--- src/rtl/i2s_audio_receiver.sv ---
// Oversampled I2S receiver: synchronises BCLK/LRCLK/SDATA into clk, deserialises
// MSB-first slots and emits channel-tagged PCM words over a valid/ready port.
module i2s_audio_receiver #(
  parameter int   data_width  = 16,
  parameter int   sync_stages = 2,
  parameter logic left_level  = 1'b0
) (
  input  logic                  clk,
  input  logic                  reset,
  input  logic                  i2s_bclk,
  input  logic                  i2s_lrclk,
  input  logic                  i2s_data,
  output logic                  o_valid,
  input  logic                  o_ready,
  output logic                  o_is_left,
  output logic [data_width-1:0] o_audio,
  output logic                  o_overrun,
  output logic                  o_frame_error
);

  localparam int cnt_w = $clog2(data_width + 1);
  localparam logic [cnt_w-1:0] cnt_full = cnt_w'(data_width);

  typedef enum logic {SYNC, RECV} state_t;

  state_t                  state, state_next;
  logic [sync_stages-1:0]  bclk_sync, lrclk_sync, data_sync;
  logic                    bclk_prev;
  logic                    bclk_s, lr_s, data_s, strobe;
  logic [cnt_w-1:0]        bit_cnt, cnt_next;
  logic [data_width-1:0]   shift_reg, shift_next;
  logic                    channel, channel_next;
  logic                    lr_prev, lr_prev_next;
  logic                    lr_seen, lr_seen_next;
  logic                    done_next, err_next;
  logic                    word_done, word_left;
  logic [data_width-1:0]   word_reg;

  assign bclk_s = bclk_sync[sync_stages-1];
  assign lr_s   = lrclk_sync[sync_stages-1];
  assign data_s = data_sync[sync_stages-1];
  assign strobe = bclk_s & ~bclk_prev;

  always_ff @(posedge clk or negedge reset) begin
    if (!reset) begin
      bclk_sync  <= '0;
      lrclk_sync <= '0;
      data_sync  <= '0;
      bclk_prev  <= 1'b0;
    end else begin
      bclk_sync  <= {bclk_sync[sync_stages-2:0], i2s_bclk};
      lrclk_sync <= {lrclk_sync[sync_stages-2:0], i2s_lrclk};
      data_sync  <= {data_sync[sync_stages-2:0], i2s_data};
      bclk_prev  <= bclk_s;
    end
  end

  always_ff @(posedge clk or negedge reset) begin
    if (!reset) state <= SYNC;
    else        state <= state_next;
  end

  // Shift happens before transition handling so the delayed bit lands in the old slot;
  // the first strobe after reset only records LRCLK so a mid-slot start is never a transition.
  always_comb begin
    state_next   = state;
    cnt_next     = bit_cnt;
    shift_next   = shift_reg;
    channel_next = channel;
    lr_prev_next = lr_prev;
    lr_seen_next = lr_seen;
    done_next    = 1'b0;
    err_next     = 1'b0;
    if (strobe) begin
      if (state == RECV && bit_cnt < cnt_full) begin
        shift_next = {shift_reg[data_width-2:0], data_s};
        cnt_next   = bit_cnt + cnt_w'(1);
        done_next  = (cnt_next == cnt_full);
      end
      lr_prev_next = lr_s;
      lr_seen_next = 1'b1;
      if (lr_seen && lr_s != lr_prev) begin
        if (state == RECV && cnt_next != '0 && cnt_next < cnt_full)
          err_next = 1'b1;
        channel_next = (lr_s == left_level);
        cnt_next     = '0;
        state_next   = RECV;
      end
    end
  end

  always_ff @(posedge clk or negedge reset) begin
    if (!reset) begin
      bit_cnt       <= '0;
      shift_reg     <= '0;
      channel       <= 1'b0;
      lr_prev       <= 1'b0;
      lr_seen       <= 1'b0;
      word_done     <= 1'b0;
      word_left     <= 1'b0;
      word_reg      <= '0;
      o_frame_error <= 1'b0;
    end else begin
      bit_cnt       <= cnt_next;
      shift_reg     <= shift_next;
      channel       <= channel_next;
      lr_prev       <= lr_prev_next;
      lr_seen       <= lr_seen_next;
      word_done     <= done_next;
      o_frame_error <= err_next;
      if (done_next) begin
        word_reg  <= shift_next;
        word_left <= channel;
      end
    end
  end

  // A completed word loads only when the output slot is free or being accepted this cycle.
  always_ff @(posedge clk or negedge reset) begin
    if (!reset) begin
      o_valid   <= 1'b0;
      o_is_left <= 1'b0;
      o_audio   <= '0;
      o_overrun <= 1'b0;
    end else begin
      o_overrun <= 1'b0;
      if (word_done) begin
        if (!o_valid || o_ready) begin
          o_valid   <= 1'b1;
          o_audio   <= word_reg;
          o_is_left <= word_left;
        end else begin
          o_overrun <= 1'b1;
        end
      end else if (o_valid && o_ready) begin
        o_valid <= 1'b0;
      end
    end
  end

endmodule
--- config.mk ---
export PLATFORM = sky130hd
export DESIGN_NAME = i2s_audio_receiver
export DESIGN_NICKNAME = d
export VERILOG_FILES = /design/src/rtl/i2s_audio_receiver.sv
export SDC_FILE = /design/constraint.sdc
export NUM_CORES = 1
export LEC_CHECK = 0
export BUFFER_PORTS_ARGS = -buffer_cell sky130_fd_sc_hd__buf_4
export CAP_MARGIN = 40
export CORE_UTILIZATION = 57
export CTS_CLUSTER_SIZE = 10
export DETAILED_ROUTE_END_ITERATION = 10
export GPL_ROUTABILITY_DRIVEN = 0
export GPL_TIMING_DRIVEN = 0
export PLACE_DENSITY = 0.77
export SLEW_MARGIN = 25
export SYNTH_ARGS = -nofsm -noshare
export SYNTH_HDL_FRONTEND = slang
export SYNTH_SLANG_ARGS = --single-unit
export TNS_END_PERCENT = 100
--- constraint.sdc ---
create_clock -name clk -period 2.6 [get_ports clk]
set_input_delay 0.39 -clock clk [delete_from_list [all_inputs] [get_ports clk]]
set_output_delay 0.39 -clock clk [all_outputs]
set_load 0.005 [all_outputs]
Word level (Yosys, flattened, before mapping)

Index checks and enable logic that the tools add are counted.

Flip-flop bits (word level): 70
Input bits: 6
Output and inout port bits: 20
Word-level logic and storage cells: 54

Add/sub/neg operators: 1
Magnitude comparators: 2
Eq/ne operators: 3
Multiplexer cells: 15
Bitwise logic cells: 3
Reduce and logical (&&, ||, !) cells: 12

Operator list:

| kind                                                             | count |
|---|---|
| 16-bit two-way mux                                               | 2 |
| 5-bit two-way mux                                                | 3 |
| 5-bit less-than comparator (second input constant)               | 2 |
| 1-bit two-way mux                                                | 10 |
| 2-bit AND reduction                                              | 3 |
| 5-bit by 1-bit adder with 5-bit output (second input constant)   | 1 |
| 5-bit == test (second input constant)                            | 1 |
| 1-bit logical AND                                                | 5 |
| 5-bit nonzero test                                               | 1 |
| 2-bit by 1-bit != test with 1-bit output (second input constant) | 1 |
| 1-bit inverter                                                   | 2 |
| 2-bit nonzero test                                               | 1 |
| 1-bit AND                                                        | 1 |
| 1-bit logical NOT                                                | 1 |
| 1-bit logical OR                                                 | 1 |
| 1-bit != test                                                    | 1 |

Depth between registers and ports, before layout

Gate-level depths: netlist of run 1.

Word-level depth: 10
Gate-level depth with buffers: 6
Gate-level depth less buffers: 5

Least setup slack after synthesis of run 1

Ideal clock, no wire load.

Path kind: reg-to-reg
Start point: register bit_cnt[0]
End point: register word_reg[10]
Setup time: 0.125 ns
Arrival: 1.716 ns
Required time: 2.475 ns
Slack: 0.758 ns
Stages on the path, launching flop included: 6
Buffers on the path: 1
Period minus slack after synthesis: 1.842 ns
Path through: dfrtp_1 -> ha_1 -> nand3_2 -> nor4_4 -> buf_6 -> mux2_4

Longest elaborated chain between the ends: 4
Elaborated cells between the ends (all ways): 8
Those cells by class: 1 x add/sub; 1 x order compare; 1 x eq/ne; 4 x mux; 1 x reduce/logical

Ends and longest elaborated chain:

| element                                                                                     | line   | source |
|---|---|---|
| start: declaration                                                                          | 30     | `logic [cnt_w-1:0] bit_cnt, cnt_next;` |
| start signal: assignment                                                                    | 104    | `bit_cnt <= cnt_next;` |
| 5-bit by 1-bit adder with 5-bit output / 5-bit less-than comparator (equally long branches) | 77, 75 |  |
| 5-bit == test / 1-bit logical AND (equally long branches)                                   | 78, 75 |  |
| 1-bit two-way mux / 16-bit two-way mux (equally long branches)                              | 75     | `if (state == RECV && bit_cnt < cnt_full) begin` |
| 1-bit two-way mux / 16-bit two-way mux (equally long branches)                              | 74     | `if (strobe) begin` |
| end signal: assignment                                                                      | 112    | `word_reg <= shift_next;` |
| end: declaration                                                                            | 37     | `logic [data_width-1:0] word_reg;` |

Several ways; a longest one is shown, not always the timed one.
A chain may end at the register's enable or synchronous reset.

Worst setup path in the final report of run 1

Start point: register bit_cnt[0]
End point: register word_reg[9]

The elaborated chain is that of the path after synthesis.

==> impl_metrics.tcl, run 1 <==
set metrics [dict create \
    wire_per_inst_um 16.51 \
    synth_area_leaders "dfrtp_1 65%, mux2_2 17%, mux2_4 5.6%" \
    fin_crit_sh 0.8249 \
    total_power_uw 2368 \
    reg2reg_depth 5 \
    vias 1446 \
    final-setup-viol-count 0 \
    endpoint_kind "register" \
    final_util 0.7103 \
    r2r_slack_ns 0.46 \
    yosysSeqAreaShare 0.6491 \
    drt_iter0_drc 93 \
    synthAdderAreaFrac 0.009407 \
    design.portCount 26 \
    cts.reportedPaths.clkPinSlew_ns 0.07 \
    rr_startpoint "bit_cnt[0]" \
    cts_buffer_depth 2 \
    ys_ff_latch 69 \
    cts_tree "done" \
    dp_hpwl_um 2750 \
    dp.cells 248 \
    grt_antenna_before_repair 0 \
    synth_compound_area_frac 0.02446 \
    holdBufCountCts 0 \
    skew_ns 0.007969 \
    drc 0 \
    run_status "finished clean" \
    leakagePower_uw 0.001568 \
    path_class "register to register" \
    multi_input_area_um2 893.4 \
    start_util 0.6026 \
    overflow 0 \
    antenna_left 0 \
    required_ns 2.82 \
    layout_min_cycle_time_ns 2.145 \
    max_slew.worst_pin.slew_ns 0.6315 \
    slew_violations 0 \
    synth_top_family_by_area "multiplexers" \
    postCtsResizedCells 0 \
    cp.arrival_ns 2.36 \
    hold_violations 0 \
    post_cts_buffers 0 \
    reg2reg_to "word_reg[9]" \
    seq_area_um2 1727 \
    num_rows 24 \
    rsz0062_at_grt "no" \
    vias_per_cell 5.457 \
    synth_xor_area_frac 0.009878 \
    path_max_fanout 10 \
    cts_max_level 3 \
    synthMuxAreaShare 0.2215 \
    grt_util_all_layers 0.2014 \
    cts.sinks 69 \
    syn_to_final_growth_pct 17.87 \
    cts-root-buf "clkbuf_8" \
    grt_max_degree 70 \
    synth_largest_area_cell "dfrtp_1" \
    firstDrtPassIters 4 \
    grt_pass1_wl_um 7424 \
    slew_headroom 0.5759 \
    portBuffers 25 \
    max_cap_violations 0 \
    yosysUniqueCellTypes 30 \
    core_um2 4414 \
    final_cell_mix "69 x dfrtp_1, 39 x mux2_2, 25 x buf_4" \
    antennaDiodeCount 0 \
    nNetsFinal 217 \
    peakVddDrop_mv 0.5282 \
    final_common_cell "dfrtp_1" \
    worst_setup_path_start_kind "register" \
    wl_um 4374 \
    synth_fp_nets 179 \
    die_h_um 70.32 \
    p_per_area_nw_per_um2 755.1 \
    grt_pass1_vias 1512 \
    n_fill_cell 294 \
    hp-start "i2s_data" \
    hold_class "input pin to register" \
    die_area_um2 4944 \
    synth.cell_area_um2 2660 \
    yosys_warnings 0 \
    hold_depth 1 \
    max_clock_freq_ghz 0.4662 \
    netlist.area_leader.share 0.6491 \
    clock_latency_ns 0.33 \
    syn_inst 171 \
    finalSetupTns_ns 0 \
    drive_gt1_frac 0.4507 \
    synthSimpleGateAreaFrac 0.07056 \
    numCtsBuffers 9 \
    hold_end "data_sync[0]" \
    fin_cells 265 \
    synth.avg_cell_area_um2 15.56 \
    dieWidth_um 70.32 \
]
[critical path, stage by stage, from the launching register on]
cell and delay (ns):
dfrtp_1 0.49, ha_1 0.23, nand3_2 0.14, nor4_4 0.58
buf_6 0.27, mux2_4 0.32
[report_power, final]
group	internal, µW	total [µW]	leakage, µW	switching (µW)
Clock	492	852	0.0000968	360
Combinational	125	216	0.000559	90.5
Sequential	1200	1300	0.000912	105
Total	1810	2370	0.00157	555
[through the flow]
stage / instance area, µm² / worst slack [ns] / hold WS, ns
finish: 3136 / 0.4552 / 0.1608
global route: 3136 / 0.3483 / 0.1488
CTS: 3105 / 0.4301 / 0.1528
detailed placement: 2913 / 0.4469 / 0.3370
global placement: 2913 / 0.5308 / 0.3311
floorplan: 2660 / 0.7584 / 0.09441
[cell usage after synthesis, drive strengths merged]
cell	count
mux2	49
o21ai	4
buf	4
xnor2	1
and2b	1
nor2b	1
xor2	2
and2	1
nor2	5
nand3b	1
a32o	1
o31ai	2
a21o	1
nor3	1
a31oi	2
nand4	1
nand2b	4
ha	2
nor4	2
nand3	3
dfrtp	69
nand2	11
inv	2
or2	1
[layout make-up]
type | count | share of cell area
multi-input cells | 96 | 0.2849
flip-flops and latches | 69 | 0.5507
well taps | 52 | 0.02075
clock inverters | 1 | 0.009577
clock buffers | 14 | 0.05188
repair buffers | 27 | 0.06943
inverters | 2 | 0.002394
plain buffers | 4 | 0.01038
[logic make-up after synthesis]
| logic type | after synthesis |
|---|---|
| compound gates | 10 |
| fa+ha+maj | 2 |
| simple gates | 32 |
| mux | 49 |
| xor+xnor | 3 |
| buf+inv | 6 |
| flops | 69 |
[per-layer routing]
| layer | vias up | part of all wire | track usage |
|---|---|---|---|
| met5 | - | 0 | 0 |
| met4 | 0 | 0.013 | 0.1067 |
| met3 | 5 | 0.041 | 0.04618 |
| met2 | 37 | 0.51 | 0.3143 |
| met1 | 731 | 0.43 | 0.2630 |
| li1 | 673 | - | - |
[how the worst max path moves through the flow]
stage | from | end | slack [ns] | depth (start not counted)
after global routing | bit_cnt[0] | word_reg[9] | 0.35 | 5
after detailed placement | bit_cnt[0] | word_reg[6] | 0.45 | 5
after floorplan | bit_cnt[0] | word_reg[10] | 0.76 | 5
after CTS | bit_cnt[0] | word_reg[9] | 0.43 | 5
final | bit_cnt[0] | word_reg[9] | 0.46 | 5
after global placement | bit_cnt[0] | word_reg[13] | 0.53 | 5
Note: power is estimated with default switching activity, not from simulation.
==> run 2: changes to the inputs <==
clock period = 2.2 ns   (was 2.6 ns; I/O delays follow)
==> run 2 against run 1 <==
  * Global-route usage did not move
  * Hold slack got worse by 0.058 ns
  * First-iteration DRC count fell by 11%
  * Highest routed layer unchanged
==> impl_metrics.tcl, run 2 (synthesis results as in run 1) <==
set metrics [dict create \
    run_status "finished clean" \
    antenna_left 0 \
    syn_to_final_growth_pct 18.72 \
    grt_max_degree 70 \
    final-setup-viol-count 0 \
    cts.sinks 69 \
    leakagePower_uw 0.001584 \
    hold_class "input pin to register" \
    die_h_um 70.32 \
    postCtsResizedCells 0 \
    seq_area_um2 1727 \
    p_per_area_nw_per_um2 885.7 \
    max_cap_violations 0 \
    grt_pass1_wl_um 7424 \
    multi_input_area_um2 893.4 \
    die_area_um2 4944 \
    max_clock_freq_ghz 0.5085 \
    peakVddDrop_mv 0.6246 \
    overflow 0 \
    highest_layer "met4" \
    cts_tree "done" \
    slowest_stage "dfrtp_1" \
    drc 0 \
    fin_crit_sh 0.8939 \
    rsz0062_at_grt "no" \
    vias_per_cell 5.451 \
    routed-wl-met2_um 2264 \
    firstDrtPassIters 4 \
    power_switching_share 0.2342 \
    grt_antenna_before_repair 0 \
    slowest_delay_ns 0.49 \
    slew_headroom 0.7046 \
    cts-root-buf "clkbuf_8" \
    met3_length_um 167 \
    cts_buffer_depth 2 \
    pwr-share-comb 0.092 \
    clock_latency_ns 0.33 \
    endpoint_kind "register" \
    layout_min_cycle_time_ns 1.967 \
    cp.buffers_inverters 1 \
    placed_cell_area_um2 2913 \
    num_rows 24 \
    antennaDiodeCount 0 \
    cts.reportedPaths.clkPinSlew_ns 0.07 \
    drt_iter0_drc 83 \
    slew_violations 0 \
    seq_power_share 0.549 \
    core_um2 4414 \
    hold_violations 0 \
    vias 1461 \
    intPower_uw 2142 \
    finalSetupTns_ns 0 \
    path_max_fanout 10 \
    critPathTopFamily "simple AND/OR/NAND/NOR gates" \
    required_ns 2.41 \
    max_slew.worst_pin.slew_ns 0.4426 \
    design.portCount 26 \
    p_sw_uw 655.2 \
    clkPwrFrac 0.359 \
    final_cell_mix "69 x dfrtp_1, 39 x mux2_2, 28 x buf_4" \
    final_common_cell "dfrtp_1" \
    grt_pass1_vias 1512 \
    grt_util_all_layers 0.2014 \
    numCtsBuffers 9 \
    dieWidth_um 70.32 \
    n_fill_cell 292 \
    skew_ns 0.008586 \
    wl_um 4392 \
    cp.arrival_ns 2.18 \
    wire_per_inst_um 16.39 \
    portBuffers 25 \
    drive_gt1_frac 0.4583 \
    design_area_um2 3158 \
    path_class "register to register" \
    start_util 0.6026 \
    worst_setup_path_start_kind "register" \
    drt-met1-wl_um 1881 \
    dp_hpwl_um 2750 \
    cts_max_level 3 \
    nNetsFinal 220 \
    path_cells "ha_1 > nand3_2 > nor4_4 > buf_6 > mux2_4" \
]
[run 2: cell types whose count changed in the layout (fill, tap and decap cells not counted)]
cell   change
buf_4      +3
[run 2: path summary, 6_finish.rpt]
check | start | endpoint | slack, ns | depth (start not counted)
worst max-delay path | bit_cnt[0] | word_reg[9] | 0.23 | 5
worst min-delay path | i2s_data | data_sync[0] | 0.10 | 1
worst max register to register | bit_cnt[0] | word_reg[9] | 0.23 | 5
worst min register to register | data_sync[0] | data_sync[1] | 0.36 | 0
max in group asynchronous | reset | word_reg[3] | 1.23 | 3
min in group asynchronous | reset | word_reg[12] | 0.45 | 2
[run 2: power groups by stage]
| stage | clock network, µW | registers, µW | logic, µW |
|---|---|---|---|
| 2_1_floorplan | 0 | 1520 | 186 |
| 3_3_place_gp | 0 | 1540 | 231 |
| 3_5_place_dp | 0 | 1560 | 249 |
| 4_1_cts | 1020 | 1530 | 253 |
| 5_1_grt | 1070 | 1560 | 285 |
| 6_report | 1000 | 1540 | 257 |
[run 2: per-stage QoR]
stage | hold slack (ns) | utilization | total power, µW | setup WS [ns] | std cells
floorplan | 0.03441 | - | 1703 | 0.3584 | 171
global placement | 0.3311 | 0.6599 | 1774 | 0.1308 | 248
detailed placement | 0.3370 | 0.6599 | 1805 | 0.04686 | 248
CTS | 0.09276 | 0.7035 | 2806 | 0.03006 | 263
global route | 0.08881 | 0.7154 | 2916 | 0.1626 | 268
finish | 0.1027 | 0.7154 | 2797 | 0.2334 | 268
[run 2: routing by layer]
layer | global-route usage | vias to the layer above
met3 | 0.04618 | 9
met4 | 0.1067 | 0
met1 | 0.2630 | 732
met5 | 0 | -
met2 | 0.3143 | 40
li1 | - | 680
[run 2: layout make-up]
cell class	instances	area share
Clock inverter	1	0.009509
Sequential cell	69	0.5468
Multi-Input combinational cell	96	0.2829
Tap cell	52	0.02060
Clock buffer	14	0.05151
Buffer	4	0.01030
Timing Repair Buffer	30	0.07607
Inverter	2	0.002377
[run 2: what timing repair did]
item / in CTS / in global routing
hold buffers: 0 / 1
hold endpoints to repair: 0 / 26
endpoints found under the setup margin: 0 / 10
setup buffers: 0 / 3
==> run 3: changes to the inputs <==
CORE_MARGIN = 2   (was not set)
==> run 3 against run 2 <==
  * Critical endpoint is now word_reg[12]
  * Final cell count unchanged
  * Combinational power barely moved
  * Die area up 5.8%
  * Highest routed layer unchanged
  * Clock-buffer cell count shrank 2
  * Fmax is 1.2% higher
  * Sequential share of layout area up 0.087 points
==> impl_metrics.tcl, run 3 (synthesis results as in run 1) <==
set metrics [dict create \
    cts.sinks 69 \
    reg2reg_depth 6 \
    final_cell_mix "69 x dfrtp_1, 39 x mux2_2, 29 x buf_4" \
    peakVddDrop_mv 0.6670 \
    max_slew.worst_pin.slew_ns 0.4496 \
    max_clock_freq_ghz 0.5144 \
    drt_iter0_drc 96 \
    rr_startpoint "bit_cnt[0]" \
    syn_to_final_growth_pct 18.53 \
    pwr-share-comb 0.094 \
    portBuffers 25 \
    wl_um 4288 \
    cts_tree "done" \
    dp_slack_ns 0.04854 \
    grt_pass1_wl_um 7217 \
    numCtsBuffers 9 \
    clock_latency_ns 0.34 \
    p_per_area_nw_per_um2 873.5 \
    antenna_left 0 \
    final-setup-viol-count 0 \
    skew_ns 0.005887 \
    core_um2 4414 \
    design.portCount 26 \
    rsz0062_at_grt "no" \
    worst_slack_ns 0.2560 \
    leakagePower_uw 0.001585 \
    slew_headroom 0.7000 \
    grt_antenna_before_repair 0 \
    nNetsFinal 221 \
    vias 1455 \
    required_ns 2.42 \
    clkPwrFrac 0.350 \
    worst_setup_path_start_kind "register" \
    startpoint "bit_cnt[0]" \
    seq_power_share 0.557 \
    cts_max_level 3 \
    vias_per_cell 5.429 \
    wire_per_inst_um 16.00 \
    seq_area_um2 1727 \
    overflow 0 \
    antennaDiodeCount 0 \
    fin_crit_sh 0.8836 \
    cts_buffer_depth 2 \
    reg2reg_to "word_reg[12]" \
    grt_pass1_vias 1509 \
    cts.reportedPaths.clkPinSlew_ns 0.06 \
    die_h_um 72.32 \
    r2r_slack_ns 0.26 \
    path_max_fanout 10 \
    crit_path_end "word_reg[12]" \
    layout_min_cycle_time_ns 1.944 \
    final_common_cell "dfrtp_1" \
    n_fill_cell 306 \
    start_util 0.6026 \
    grt_max_degree 70 \
    grt_util_all_layers 0.1887 \
    p_sw_uw 651.7 \
    cts-root-buf "clkbuf_8" \
    total_power_uw 2754 \
    cp.arrival_ns 2.17 \
    path_class "register to register" \
    intPower_uw 2102 \
    die_area_um2 5229 \
    drc 0 \
    slew_violations 0 \
    dieWidth_um 72.32 \
    dp_hpwl_um 2741 \
    hold_class "input pin to register" \
    run_status "finished clean" \
    num_rows 24 \
    firstDrtPassIters 5 \
    power_switching_share 0.2366 \
    multi_input_area_um2 893.4 \
    hold_violations 0 \
    max_cap_violations 0 \
    drive_gt1_frac 0.4630 \
    finalSetupTns_ns 0 \
    endpoint_kind "register" \
]
## run 3: changes by cell type in the layout (fill, tap and decap cells not counted), sizes merged
cell	previous run	this run
buf	33	34
clkinv	0	1
clkbuf	14	12
## run 3: through the flow
step                      hold WS, ns  std cells    util  instance area (µm²)
after floorplan               0.03441        171       -                 2660
after global placement         0.3313        248  0.6599                 2913
after detailed placement       0.3347        248  0.6599                 2913
after CTS                     0.08415        262  0.7007                 3093
after global routing          0.08177        268  0.7143                 3153
final                         0.09707        268  0.7143                 3153
## run 3: final cells by class
type | instances | area share
flip-flops and latches | 69 | 0.5476
multi-input cells | 96 | 0.2833
repair buffers | 31 | 0.07857
clock buffers | 12 | 0.04603
well taps | 52 | 0.02063
clock inverters | 2 | 0.01111
plain buffers | 4 | 0.01032
inverters | 2 | 0.002381
## run 3: repair_timing
| item | 4_1_cts | 5_1_grt |
|---|---|---|
| gates resized for setup | 0 | 0 |
| hold endpoints to repair | 0 | 31 |
| hold buffers | 0 | 1 |
| setup endpoints to repair | 0 | 10 |
| buffers inserted | 0 | 4 |
## run 3: worst max-delay path, cell delays in order (launching register included)
cell	delay (ns)
dfrtp_1	0.49
ha_1	0.24
nand3_2	0.14
nor4_4	0.28
buf_4	0.18
buf_6	0.18
mux2_4	0.31
## run 3: per-layer routing
layer / track usage / wire length [µm] / vias to the layer above
li1: - / - / 676
met1: 0.2346 / 1885 / 720
met2: 0.2987 / 2130 / 47
met3: 0.06806 / 200 / 12
met4: 0.08386 / 72 / 0
met5: 0 / 0 / -
## run 3: power by group through the flow
stage	Sequential, µW	Clock [µW]	Combinational, µW
after detailed placement	1550	0	249
after global placement	1540	0	231
after global routing	1550	1040	289
final	1530	963	258
after floorplan	1520	0	186
after CTS	1530	985	251
## run 3: worst min path at each step
stage                       start       endpoint  slack [ns]  depth (start not counted)
floorplan                   reset      bclk_prev        0.03                          0
global placement    lrclk_sync[0]  lrclk_sync[1]        0.33                          0
detailed placement   data_sync[0]   data_sync[1]        0.33                          0
CTS                      i2s_data   data_sync[0]        0.08                          1
global route             i2s_data   data_sync[0]        0.08                          1
finish                   i2s_data   data_sync[0]         0.1                          1
